## src/rtl/dmem_arbiter_if.sv

```systemverilog
// Request/grant bus between the two data-RAM requesters, the arbiter and the RAM.
// The slave modport is the arbiter's view. The master modport is the requester/RAM side.
interface dmem_arbiter_if #(parameter int ADDR_W = 14);
  logic              p0_req, p0_we, p0_gnt, p0_rvalid, p0_err;
  logic [31:0]       p0_addr, p0_wdata, p0_rdata;
  logic              p1_req, p1_we, p1_gnt, p1_rvalid, p1_err;
  logic [31:0]       p1_addr, p1_wdata, p1_rdata;
  logic              mem_we;
  logic [ADDR_W-1:0] mem_addr;
  logic [31:0]       mem_wdata, mem_rdata;

  modport slave (
    input  p0_req, p0_we, p0_addr, p0_wdata,
    output p0_gnt, p0_rvalid, p0_rdata, p0_err,
    input  p1_req, p1_we, p1_addr, p1_wdata,
    output p1_gnt, p1_rvalid, p1_rdata, p1_err,
    output mem_we, mem_addr, mem_wdata,
    input  mem_rdata
  );

  modport master (
    output p0_req, p0_we, p0_addr, p0_wdata,
    input  p0_gnt, p0_rvalid, p0_rdata, p0_err,
    output p1_req, p1_we, p1_addr, p1_wdata,
    input  p1_gnt, p1_rvalid, p1_rdata, p1_err,
    input  mem_we, mem_addr, mem_wdata,
    output mem_rdata
  );
endinterface

```

## src/rtl/dmem_arbiter.sv

```systemverilog
// Two-port arbiter for the single-port data RAM. Port 0 has fixed priority.
// A starvation counter forces port 1 through after STARVE_LIMIT consecutive denials.
module dmem_arbiter #(
  parameter int ADDR_W       = 14,
  parameter int STARVE_LIMIT = 8
) (
  input logic           clock,
  input logic           reset,
  dmem_arbiter_if.slave bus
);
  localparam logic [7:0] LIM = 8'(STARVE_LIMIT);

  typedef enum logic {PRIO0, FORCE1} state_t;

  state_t          state;
  logic [7:0]      starve_cnt, cnt_nxt;
  logic [1:0]      req, we, gnt, mis, rvalid, err;
  logic [1:0][31:0] addr, wdata;
  logic            win;

  assign req   = {bus.p1_req,   bus.p0_req};
  assign we    = {bus.p1_we,    bus.p0_we};
  assign addr  = {bus.p1_addr,  bus.p0_addr};
  assign wdata = {bus.p1_wdata, bus.p0_wdata};
  assign mis   = {|bus.p1_addr[1:0], |bus.p0_addr[1:0]};

  always_comb begin
    win = (state == FORCE1) ? req[1] : ~req[0];
    gnt = '0;
    gnt[win] = req[win];
    bus.mem_we    = gnt[win] & we[win] & ~mis[win] & ~reset;
    bus.mem_addr  = gnt[win] ? addr[win][ADDR_W+1:2] : '0;
    bus.mem_wdata = gnt[win] ? wdata[win] : '0;
    if (!req[1] || gnt[1])   cnt_nxt = '0;
    else if (starve_cnt >= LIM) cnt_nxt = LIM;
    else                      cnt_nxt = starve_cnt + 8'd1;
  end

  // Switching on the edge where the count reaches the limit gives exactly
  // STARVE_LIMIT denials before the forced grant.
  always_ff @(posedge clock) begin
    if (reset) begin
      state      <= PRIO0;
      starve_cnt <= '0;
      rvalid     <= '0;
      err        <= '0;
    end else begin
      starve_cnt <= cnt_nxt;
      rvalid     <= gnt & ~we;
      err        <= gnt & mis;
      case (state)
        PRIO0:   if (cnt_nxt == LIM) state <= FORCE1;
        FORCE1:  if (gnt[1] || !req[1]) state <= PRIO0;
        default: state <= PRIO0;
      endcase
    end
  end

  assign bus.p0_gnt    = gnt[0];
  assign bus.p1_gnt    = gnt[1];
  assign bus.p0_rvalid = rvalid[0];
  assign bus.p1_rvalid = rvalid[1];
  assign bus.p0_err    = err[0];
  assign bus.p1_err    = err[1];
  assign bus.p0_rdata  = bus.mem_rdata;
  assign bus.p1_rdata  = bus.mem_rdata;

  logic unused_addr;
  assign unused_addr = ^{bus.p0_addr[31:ADDR_W+2], bus.p1_addr[31:ADDR_W+2]};
endmodule

```

## src/flat_wrapper.sv

```systemverilog
// flat-port wrapper written by rule: the top's interface ports become plain ports
module dmem_arbiter_flat 
#(
  parameter int ADDR_W       = 14,
  parameter int STARVE_LIMIT = 8
)
  (clock, reset, bus_p0_req, bus_p0_we, bus_p0_addr, bus_p0_wdata, bus_p0_gnt, bus_p0_rvalid, bus_p0_rdata, bus_p0_err, bus_p1_req, bus_p1_we, bus_p1_addr, bus_p1_wdata, bus_p1_gnt, bus_p1_rvalid, bus_p1_rdata, bus_p1_err, bus_mem_we, bus_mem_addr, bus_mem_wdata, bus_mem_rdata);
  dmem_arbiter_if #(.ADDR_W(ADDR_W)) bus_i ();
  input logic clock;
  input logic reset;
  input wire logic [$bits(bus_i.p0_req)-1:0] bus_p0_req;
  input wire logic [$bits(bus_i.p0_we)-1:0] bus_p0_we;
  input wire logic [$bits(bus_i.p0_addr)-1:0] bus_p0_addr;
  input wire logic [$bits(bus_i.p0_wdata)-1:0] bus_p0_wdata;
  output wire logic [$bits(bus_i.p0_gnt)-1:0] bus_p0_gnt;
  output wire logic [$bits(bus_i.p0_rvalid)-1:0] bus_p0_rvalid;
  output wire logic [$bits(bus_i.p0_rdata)-1:0] bus_p0_rdata;
  output wire logic [$bits(bus_i.p0_err)-1:0] bus_p0_err;
  input wire logic [$bits(bus_i.p1_req)-1:0] bus_p1_req;
  input wire logic [$bits(bus_i.p1_we)-1:0] bus_p1_we;
  input wire logic [$bits(bus_i.p1_addr)-1:0] bus_p1_addr;
  input wire logic [$bits(bus_i.p1_wdata)-1:0] bus_p1_wdata;
  output wire logic [$bits(bus_i.p1_gnt)-1:0] bus_p1_gnt;
  output wire logic [$bits(bus_i.p1_rvalid)-1:0] bus_p1_rvalid;
  output wire logic [$bits(bus_i.p1_rdata)-1:0] bus_p1_rdata;
  output wire logic [$bits(bus_i.p1_err)-1:0] bus_p1_err;
  output wire logic [$bits(bus_i.mem_we)-1:0] bus_mem_we;
  output wire logic [$bits(bus_i.mem_addr)-1:0] bus_mem_addr;
  output wire logic [$bits(bus_i.mem_wdata)-1:0] bus_mem_wdata;
  input wire logic [$bits(bus_i.mem_rdata)-1:0] bus_mem_rdata;
  assign bus_i.p0_req = bus_p0_req;
  assign bus_i.p0_we = bus_p0_we;
  assign bus_i.p0_addr = bus_p0_addr;
  assign bus_i.p0_wdata = bus_p0_wdata;
  assign bus_p0_gnt = bus_i.p0_gnt;
  assign bus_p0_rvalid = bus_i.p0_rvalid;
  assign bus_p0_rdata = bus_i.p0_rdata;
  assign bus_p0_err = bus_i.p0_err;
  assign bus_i.p1_req = bus_p1_req;
  assign bus_i.p1_we = bus_p1_we;
  assign bus_i.p1_addr = bus_p1_addr;
  assign bus_i.p1_wdata = bus_p1_wdata;
  assign bus_p1_gnt = bus_i.p1_gnt;
  assign bus_p1_rvalid = bus_i.p1_rvalid;
  assign bus_p1_rdata = bus_i.p1_rdata;
  assign bus_p1_err = bus_i.p1_err;
  assign bus_mem_we = bus_i.mem_we;
  assign bus_mem_addr = bus_i.mem_addr;
  assign bus_mem_wdata = bus_i.mem_wdata;
  assign bus_i.mem_rdata = bus_mem_rdata;
  dmem_arbiter #(.ADDR_W(ADDR_W), .STARVE_LIMIT(STARVE_LIMIT)) u_core (.clock(clock), .reset(reset), .bus(bus_i));
endmodule
```

## config.mk

```make
export PLATFORM = sky130hd
export DESIGN_NAME = dmem_arbiter_flat
export DESIGN_NICKNAME = d
export VERILOG_FILES = /design/src/rtl/dmem_arbiter_if.sv /design/src/rtl/dmem_arbiter.sv /design/src/flat_wrapper.sv
export SDC_FILE = /design/constraint.sdc
export NUM_CORES = 1
export LEC_CHECK = 0
export CAP_MARGIN = 20
export CORE_AREA = 2 2 110 112
export CTS_CLUSTER_DIAMETER = 150
export DETAILED_ROUTE_END_ITERATION = 8
export DIE_AREA = 0 0 112 114
export PLACE_DENSITY = 0.61
export SKIP_LAST_GASP = 1
export SLEW_MARGIN = 10
export SYNTH_ARGS = -nofsm -noshare
export SYNTH_HDL_FRONTEND = slang
export SYNTH_SLANG_ARGS = --single-unit
```

## constraint.sdc

```tcl
create_clock -name clock -period 2.7 [get_ports clock]
set_input_delay 0.405 -clock clock [delete_from_list [all_inputs] [get_ports clock]]
set_output_delay 0.405 -clock clock [all_outputs]
set_load 0.005 [all_outputs]
```

==> summary.txt, run 1 <==
Clock tree
  – CTS Sinks: 13
  – CTS Root Cell: clkbuf_16
  – CTS buffer count: 3
  – CTS tree: built
  – Worst-skew pair later-pin latency: 0.24 ns
  – Clk buf depth: 2
  – H-tree depth: 1
  – CTS clock-pin slew for the worst setup and hold paths: 0.04 ns

Worst setup path
  – CP endpoint kind: output pin
  – Setup Crit Path Kind: in -> out
  – RR Startpoint: u_core.starve_cnt[6]
  – Startpoint Class: input port
  – Crit path arrival time: 2.19 ns
  – Reg2Reg Depth: 3
  – Critical path startpoint: bus_p0_req
  – Worst EP required: 2.30 ns
  – Crit Path Max Fanout: 24
  – RR Endpoint: u_core.starve_cnt[2]
  – Flop2flop setup slack: 1.36 ns

Finish
  – # fillers: 1,286
  – Ant diodes: 0
  – Fin cells: 406
  – Share of cells above drive strength 1: 5.792%
  – Final layout net count: 428
  – Storage element area: 260.3 sq um
  – Syn-to-layout area delta: 99.55%
  – Area of the multi-input gates: 626.9 sq um

Yosys
  – Yosys reg bits: 13
  – Post-Syn Instances: 166
  – Synth top area cells: buf_4, a22o_1, dfxtp_1, buf_2, ha_1
  – Yosys top cell by area: buf_4
  – Sequential area share after synthesis: 18.54%
  – Syn_area_per_cell: 8.457 sq um
  – Yosys cell types: 26
  – Yosys top cell area share: 34.22%
  – Synthesized area: 1404 sq um
  – Synth Warn #: 0

Floorplanning
  – Row cnt: 40
  – IO Count: 283
  – Core area: 11,710 sq um
  – Die Wd: 112 um
  – Initial cell density of the core: 11.99%
  – Die Height: 114 um
  – DIE AREA: 12,770 sq um

Global route
  – Total GRT Usage: 7.563%
  – Number of global-route vias before repair: 1,459
  – Remaining Overflow, GRT: 0
  – Antenna violations before repair: 0
  – First-pass GRT wire length: 7603 um
  – Largest net degree at the start of global routing: 48

Drt
  – Vias per cell: 3.692
  – Routed wire length: 5751 um
  – Post-DR wirelength/cell: 14.17 um
  – Post-detailed-route count of antenna-violating nets: 0
  – Vias: 1,499
  – Initial drt markers: 29
  – Drt first pass iters: 4
  – # DRC: 0

STA
  – Period Utilization, post-route: 96.01%
  – Endpoints failing hold: 0
  – Slew Limit Fails: 0
  – Final setup skew: 0.0005229 ns
  – Setup violators final: 0
  – Final TNS setup: 0 ns
  – Unrepaired setup endpoints after global routing: false
  – Fmax achieved: 385.8 MHz
  – Post-route minimum period: 2.592 ns

Place
  – Placed insts: 400
  – PortBufs: 154
  – Routability cong.: 0.7496
  – Dpl hpwl: 4530 um

Worst hold path
  – Min-delay worst type: reg -> reg
  – Critical hold path startpoint: u_core.starve_cnt[0]
  – WHS Path Cells: 1
  – Hold Path Sink: u_core.starve_cnt[0]

Power
  – Pleak: 1.096 nW
  – VDD IR max: 0.1359 mV
  – Pwr/cell area: 315.9 nW/um^2

Job
  – Max-cap violations: 0

Status
  – Run status: finished, final reports clean
## what timing repair did
item | CTS | global route
endpoints found under the setup margin | 0 | 13
gates resized for setup | 0 | 3
hold buffers | 0 | 0
hold endpoints to repair | 0 | 0
buffers inserted | 0 | 1
## per-stage QoR
step	setup WS (ns)	power, mW	utilization (%)	hold slack [ns]	area [sq um]
final	0.1078	0.8851	23.92	0.4722	2801
after CTS	0.007419	0.8886	23.58	0.4759	2761
after floorplan	1.104	0.3811	-	0.4300	1415
after global placement	0.04700	0.6035	22.91	0.4379	2683
after global routing	0.002474	0.9277	23.92	0.5071	2801
after detailed placement	0.02684	0.6080	22.91	0.4649	2683
## cells in the mapped netlist (all sizes together)
cell / instances
buf: 69
a22o: 46
dfxtp: 13
nor2: 6
clkbuf: 5
inv: 4
a21oi: 2
ha: 2
nand2b: 2
nand3: 2
nor3: 2
nor3b: 2
a211o: 1
a211oi: 1
a21boi: 1
a32oi: 1
conb: 1
nand2: 1
nand4bb: 1
or3: 1
or3b: 1
or4: 1
xnor2: 1
## worst max-delay path by stage
stage | to | cells past startpoint
final | bus_mem_wdata[2] | 7
after global placement | bus_mem_wdata[0] | 6
after global routing | bus_mem_wdata[2] | 7
after detailed placement | bus_mem_wdata[1] | 6
after floorplan | bus_mem_addr[0] | 6
after CTS | bus_mem_wdata[1] | 6
## cell families after synthesis
logic type | count (synthesis) | share of synthesized area (%)
DFF | 13 | 18.54
and+or+nand+nor | 19 | 8.644
xor gates and xnor gates | 1 | 0.6240
buffers and inverters | 78 | 38.41
adders and majority gates | 2 | 1.782
other | 1 | 0.2671
AOI/OAI and AO/OA | 52 | 31.73
## per-layer routing
layer  track usage [%]  wire length, um  vias up
met5                 0                0        -
met4             2.846              112        0
met3             3.029              618       18
met2             12.57             2804      100
met1             8.813             2214      665
li1                  -                -      716
## critical path, cell delays in order
cell and delay (ns):
clkdlybuf4s50_1 0.45, nand2b_1 0.13, nand2_1 0.12, inv_2 0.14, buf_12 0.19, a22o_1 0.19
clkdlybuf4s50_1 0.54
## cell type report
class	count	area share, %
Timing Repair Buffer	160	58.42
Tap cell	147	6.565
Inverter	4	0.5360
Multi-Input combinational cell	78	22.38
Sequential cell	13	9.290
Clock buffer	4	2.814
## state kept, by name (all words and copies together), names as in the netlist
signal / flops
u_core.state: 1
u_core.err: 2
u_core.rvalid: 2
u_core.starve_cnt: 8
## placed cells by master, fill, tap and decap left out, types with 2 or more instances in the layout
cell type	count
dfxtp_1	13
nand2b_1	2
a22o_1	46
buf_12	2
nor3_1	2
nor2_2	2
ha_1	2
nor2_1	4
a21oi_1	2
conb_1	4
buf_4	3
inv_1	3
clkdlybuf4s50_1	151
nor3b_1	2
nand3_1	2
clkbuf_16	4
dlymetal6s2s_1	3
## where the power goes
group / internal [mW] / leakage (nW) / switching (mW)
Clock: 0.199 / 0.0382 / 0.0771
Combinational: 0.288 / 0.950 / 0.119
Sequential: 0.200 / 0.107 / 0.00292
Total: 0.686 / 1.10 / 0.199
(Power assumes the default switching activity.)
==> run 2, diff against run 1 <==
==> constraint.sdc (replaced) <==
create_clock -name clock -period 2.7 [get_ports clock]
set_input_delay 0.81 -clock clock [delete_from_list [all_inputs] [get_ports clock]]
set_output_delay 0.81 -clock clock [all_outputs]
set_load 0.005 [all_outputs]
==> run 2 against run 1 <==
Largest power group unchanged. Cell area grew 10%. Die area is the same. Fmax shrank 2.6%. Clock power shrank 1%. Power grew 4.4%. Critical path type unchanged. Flip-flop and latch count is the same. Sequential power is essentially flat. Setup slack lost 0.069 ns.
==> summary.txt, run 2 (same netlist as run 1, synthesis figures left out) <==
Global route
  – M2 GR Usage: 16.57%
  – Total GRT Usage: 9.607%
  – Antenna violations before repair: 0
  – M1 GR Usage: 11.54%
  – Most Crowded Layer GR: met2
  – Largest net degree at the start of global routing: 19
  – Met3 Use GR: 2.338%
  – Number of global-route vias before repair: 1,626
  – Remaining Overflow, GRT: 0
  – First-pass GRT wire length: 9225 um

Worst setup path
  – Startpoint Class: input port
  – RR Endpoint: u_core.starve_cnt[2]
  – Worst EP required: 1.89 ns
  – Reg2Reg Depth: 3
  – Flop2flop setup slack: 1.37 ns
  – Crit path arrival time: 1.85 ns
  – Worst Setup EP: bus_mem_addr[8]
  – Critical path startpoint: bus_p0_req
  – Crit Path Max Fanout: 5
  – RR Startpoint: u_core.starve_cnt[6]
  – CP endpoint kind: output pin
  – Setup Crit Path Kind: in -> out

Clock tree
  – CTS buffer count: 3
  – CTS Sinks: 13
  – Hold_buf cts: 0
  – H-tree depth: 1
  – CTS clock-pin slew for the worst setup and hold paths: 0.04 ns
  – Clk buf depth: 2
  – CTS tree: built
  – Worst-skew pair later-pin latency: 0.24 ns
  – CTS Root Cell: clkbuf_16

Worst hold path
  – Min-delay worst type: reg -> reg

Place
  – PortBufs: 154
  – Dpl hpwl: 4740 um
  – Routability cong.: 0.7738

STA
  – Setup violators final: 0
  – Worst-case hold slack: 0.4617 ns
  – Fmax achieved: 375.8 MHz
  – Unrepaired setup endpoints after global routing: false
  – Slew Limit Fails: 0
  – Period Utilization, post-route: 98.56%
  – Post-route minimum period: 2.661 ns
  – Endpoints failing hold: 0
  – Final setup skew: 0.002371 ns

Floorplanning
  – Core area: 11,710 sq um
  – IO Count: 283
  – Row cnt: 40
  – Die Height: 114 um
  – DIE AREA: 12,770 sq um
  – Initial cell density of the core: 11.99%
  – Die Wd: 112 um

Power
  – VDD IR max: 0.1337 mV
  – Pleak: 1.335 nW
  – Pwr/cell area: 299.9 nW/um^2

Finish
  – Storage element area: 260.3 sq um
  – Commonest non-fill, non-tap cell in the layout: clkdlybuf4s50_1
  – Final layout net count: 455
  – # fillers: 1,289
  – Syn-to-layout area delta: 119.5%
  – Ant diodes: 0
  – Biggest regs: u_core.starve_cnt: 8 flops, u_core.err: 2 flops, u_core.rvalid: 2 flops
  – Share of cells above drive strength 1: 23.78%
  – Area of the multi-input gates: 654.4 sq um
  – Most frequent cells in the layout: clkdlybuf4s50_1, a22o_1, buf_2
  – Max reg flops: 8
  – Fin util: 26.31%
  – Largest register by flop count: u_core.starve_cnt

Status
  – Run status: finished, final reports clean

Drt
  – Vias per cell: 3.741
  – Vias: 1,620
  – Routed wire length: 6735 um
  – Initial drt markers: 29
  – Post-DR wirelength/cell: 15.55 um
  – Post-detailed-route count of antenna-violating nets: 0
  – # DRC: 0
  – Drt first pass iters: 4

Job
  – Max-cap violations: 0
## run 2: cell types whose count changed in the layout (fill, tap and decap cells not counted), moves of 7 or more
| cell | delta |
|---|---|
| buf_2 | +17 |
| clkdlybuf4s15_1 | +16 |
| clkdlybuf4s50_1 | -49 |
| buf_6 | +7 |
| buf_4 | +12 |
| dlygate4sd2_1 | +13 |
## run 2: worst min-delay path by stage
stage                         startpoint              endpoint  slack (ns)  cells after the start
floorplan           u_core.starve_cnt[0]  u_core.starve_cnt[0]        0.43                      1
global placement    u_core.starve_cnt[0]  u_core.starve_cnt[0]        0.44                      1
detailed placement  u_core.starve_cnt[0]  u_core.starve_cnt[0]        0.46                      1
CTS                 u_core.starve_cnt[0]  u_core.starve_cnt[0]        0.47                      1
global route        u_core.starve_cnt[0]  u_core.starve_cnt[0]        0.50                      1
finish              u_core.starve_cnt[0]  u_core.starve_cnt[0]        0.46                      1
## run 2: report_power, final
group / switching (mW) / internal [mW]
combinational: 0.142 / 0.307
sequential: 0.00288 / 0.200
clock: 0.0737 / 0.198
## run 2: layout make-up
cell class	instances	share of cell area [%]
Multi-Input combinational cell	78	21.23
Tap cell	147	5.968
Inverter	4	0.6496
Sequential cell	13	8.445
Timing Repair Buffer	187	61.14
Clock buffer	4	2.558
## run 2: stage by stage
step                power [mW]  setup slack, ns  std cells  cell area, sq um  setup TNS, ns
floorplan               0.3811           0.2944        169              1415              0
global placement        0.6104          -0.7272        406              2728         -30.13
detailed placement      0.6155          -0.7573        406              2728         -31.63
CTS                     0.9443         -0.09801        436              3102        -0.5571
global route            0.9766         0.005574        433              3082              0
finish                  0.9242          0.03893        433              3082              0
## run 2: timing repair
action,CTS,global route
endpoints found under the setup margin,49,38
setup buffers,22,0
cloned,5,0
gates resized for setup,139,23
pin swaps,11,4
## run 2: metal layers
metal,vias to the layer above,share of wire (%)
met5,-,0
met4,0,2.1
met3,18,8.6
met1,726,39
li1,775,-
met2,101,50
## run 2: critical path, stage by stage
cell	delay, ns
buf_8	0.10
a21boi_4	0.14
buf_6	0.14
buf_12	0.13
buf_12	0.12
buf_6	0.11
a22o_1	0.17
buf_2	0.12
==> run 3, diff against run 2 <==
--- a/constraint.sdc
+++ b/constraint.sdc
@@ -3,2 +3,2 @@
 set_output_delay 0.81 -clock clock [all_outputs]
-set_load 0.005 [all_outputs]
+set_load 0.01 [all_outputs]
==> run 3 against run 2 <==
Routed wire length shrank 1.6%. Utilization shrank 1.4 points. Sequential share of layout area rose by 0.46 points. Combinational power about the same. Clock power about the same. Flip-flop and latch count stayed put. Highest routed layer unchanged.
==> summary.txt, run 3 (same netlist as run 1, synthesis figures left out) <==
Power
  – Pint: 685.9 uW
  – Switching Share: 25.55%
  – Reg power frac: 22.0%
  – Pleak: 1.280 nW
  – Clock share of power: 29.4%
  – Pwr Total: 921.4 uW
  – VDD IR max: 0.1360 mV
  – Pwr/cell area: 315.2 nW/um^2
  – Logic pwr share: 48.6%
  – Sw Pwr: 235.4 uW

STA
  – Period Utilization, post-route: 98.84%
  – Unrepaired setup endpoints after global routing: true
  – Final setup skew: 0.001759 ns
  – Worst-case hold slack: 0.4654 ns
  – Final TNS setup: 0 ns
  – Post-route minimum period: 2.669 ns
  – Endpoints failing hold: 0
  – Worst setup margin: 0.03139 ns
  – Setup violators final: 0
  – Slew Limit Fails: 0
  – Fmax achieved: 374.7 MHz

Global route
  – Total GRT Usage: 9.465%
  – Met3 Use GR: 2.710%
  – Antenna violations before repair: 0
  – Most Crowded Layer GR: met2
  – First-pass GRT wire length: 9142 um
  – M2 GR Usage: 16.81%
  – Largest net degree at the start of global routing: 19
  – M1 GR Usage: 10.75%
  – Number of global-route vias before repair: 1,626
  – Remaining Overflow, GRT: 0

Finish
  – # fillers: 1,299
  – Final layout net count: 448
  – Max reg flops: 8
  – Syn-to-layout area delta: 108.2%
  – Fin util: 24.96%
  – Fin cells: 426
  – Ant diodes: 0
  – Largest register by flop count: u_core.starve_cnt
  – Share of cells above drive strength 1: 27.60%
  – Most frequent cells in the layout: clkdlybuf4s50_1, a22o_1, buf_2
  – Design area: 2923 sq um
  – Biggest regs: u_core.starve_cnt: 8 flops, u_core.err: 2 flops, u_core.rvalid: 2 flops
  – Commonest non-fill, non-tap cell in the layout: clkdlybuf4s50_1

Worst setup path
  – Worst-path cell chain: buf_6, a21boi_4, buf_6, buf_12, buf_16, a22o_1, clkdlybuf4s15_2
  – Top cell by count, worst path: buf_6
  – Setup Crit Path Kind: in -> out
  – Crit-path leading delay family: buffers and inverters
  – Max incr delay on CP: 0.22 ns
  – CP endpoint kind: output pin
  – Crit path arrival time: 1.86 ns
  – Startpoint Class: input port
  – Worst EP required: 1.89 ns
  – Crit Path Max Fanout: 18
  – Bufs and invs on worst path: 5
  – Critical-path top delay cell: clkdlybuf4s15_2

Place
  – PortBufs: 154
  – Routability cong.: 0.7746
  – Dpl hpwl: 4776 um
  – Placed insts: 407
  – Dpl cell area: 2760 sq um
  – Place WS: -0.7736 ns

Floorplanning
  – Die Height: 114 um
  – Row cnt: 40
  – Core area: 11,710 sq um
  – Initial cell density of the core: 11.99%
  – IO Count: 283
  – Die Wd: 112 um
  – DIE AREA: 12,770 sq um

Clock tree
  – H-tree depth: 1
  – Clk buf depth: 2
  – CTS tree: built
  – CTS Sinks: 13
  – CTS Root Cell: clkbuf_16
  – Worst-skew pair later-pin latency: 0.24 ns
  – CTS buffer count: 3
  – CTS clock-pin slew for the worst setup and hold paths: 0.04 ns
  – Hold_buf cts: 0

Drt
  – Vias per cell: 3.749
  – Post-detailed-route count of antenna-violating nets: 0
  – Routed wire length: 6630 um
  – # DRC: 0
  – Vias: 1,597
  – Drt first pass iters: 4
  – Initial drt markers: 26
  – Post-DR wirelength/cell: 15.56 um

Worst hold path
  – Min-delay worst type: reg -> reg

Job
  – Max-cap violations: 0

Status
  – Run status: finished, final reports clean
[run 3: cell types whose count changed in the layout (fill, tap and decap cells not counted), sizes merged]
cell | before | now
clkdlybuf4s15 | 16 | 3
bufbuf | 1 | 0
buf | 52 | 63
dlygate4sd2 | 13 | 11
clkbuf | 6 | 4
[run 3: timing repair]
action	CTS	global route
buffers inserted	11	0
gates resized for setup	178	8
endpoints found under the setup margin	49	9
cloned	4	0
pin swaps	5	2
[run 3: worst paths after layout]
| check | slack (ns) | startpoint | cells past startpoint | to |
|---|---|---|---|---|
| worst max-delay path | 0.03 | bus_p0_req | 7 | bus_mem_wdata[5] |
| worst min-delay path | 0.47 | u_core.starve_cnt[0] | 1 | u_core.starve_cnt[0] |
| worst max register to register | 1.35 | u_core.starve_cnt[6] | 3 | u_core.starve_cnt[2] |
| worst min register to register | 0.47 | u_core.starve_cnt[0] | 1 | u_core.starve_cnt[0] |
[run 3: area by class of cell]
class                   count  area [sq um]  share of cell area [%]
clock buffers               4         78.83                   2.697
flip-flops and latches     13         260.3                   8.904
repair buffers            180          1743                   59.63
multi-input cells          78         641.9                   21.96
well taps                 147         183.9                   6.293
inverters                   4         15.01                  0.5137
[run 3: power by group through the flow]
| stage | registers, mW | logic [mW] | clock network (mW) |
|---|---|---|---|
| finish | 0.203 | 0.448 | 0.271 |
| global route | 0.203 | 0.475 | 0.289 |
| CTS | 0.202 | 0.457 | 0.283 |
| detailed placement | 0.206 | 0.442 | 0 |
| global placement | 0.206 | 0.437 | 0 |
| floorplan | 0.206 | 0.220 | 0 |
[run 3: per-layer routing]
metal  vias up  routed length, um
met3        20                583
li1        759                  -
met4         0                149
met5         -                  0
met1       717               2571
met2       101               3326
[run 3: worst register-to-register path: stages, from the launching register on]
cell and delay, ns:
dfxtp_1 0.29, or4_4 0.52, or3_4 0.36, nor2_2 0.11
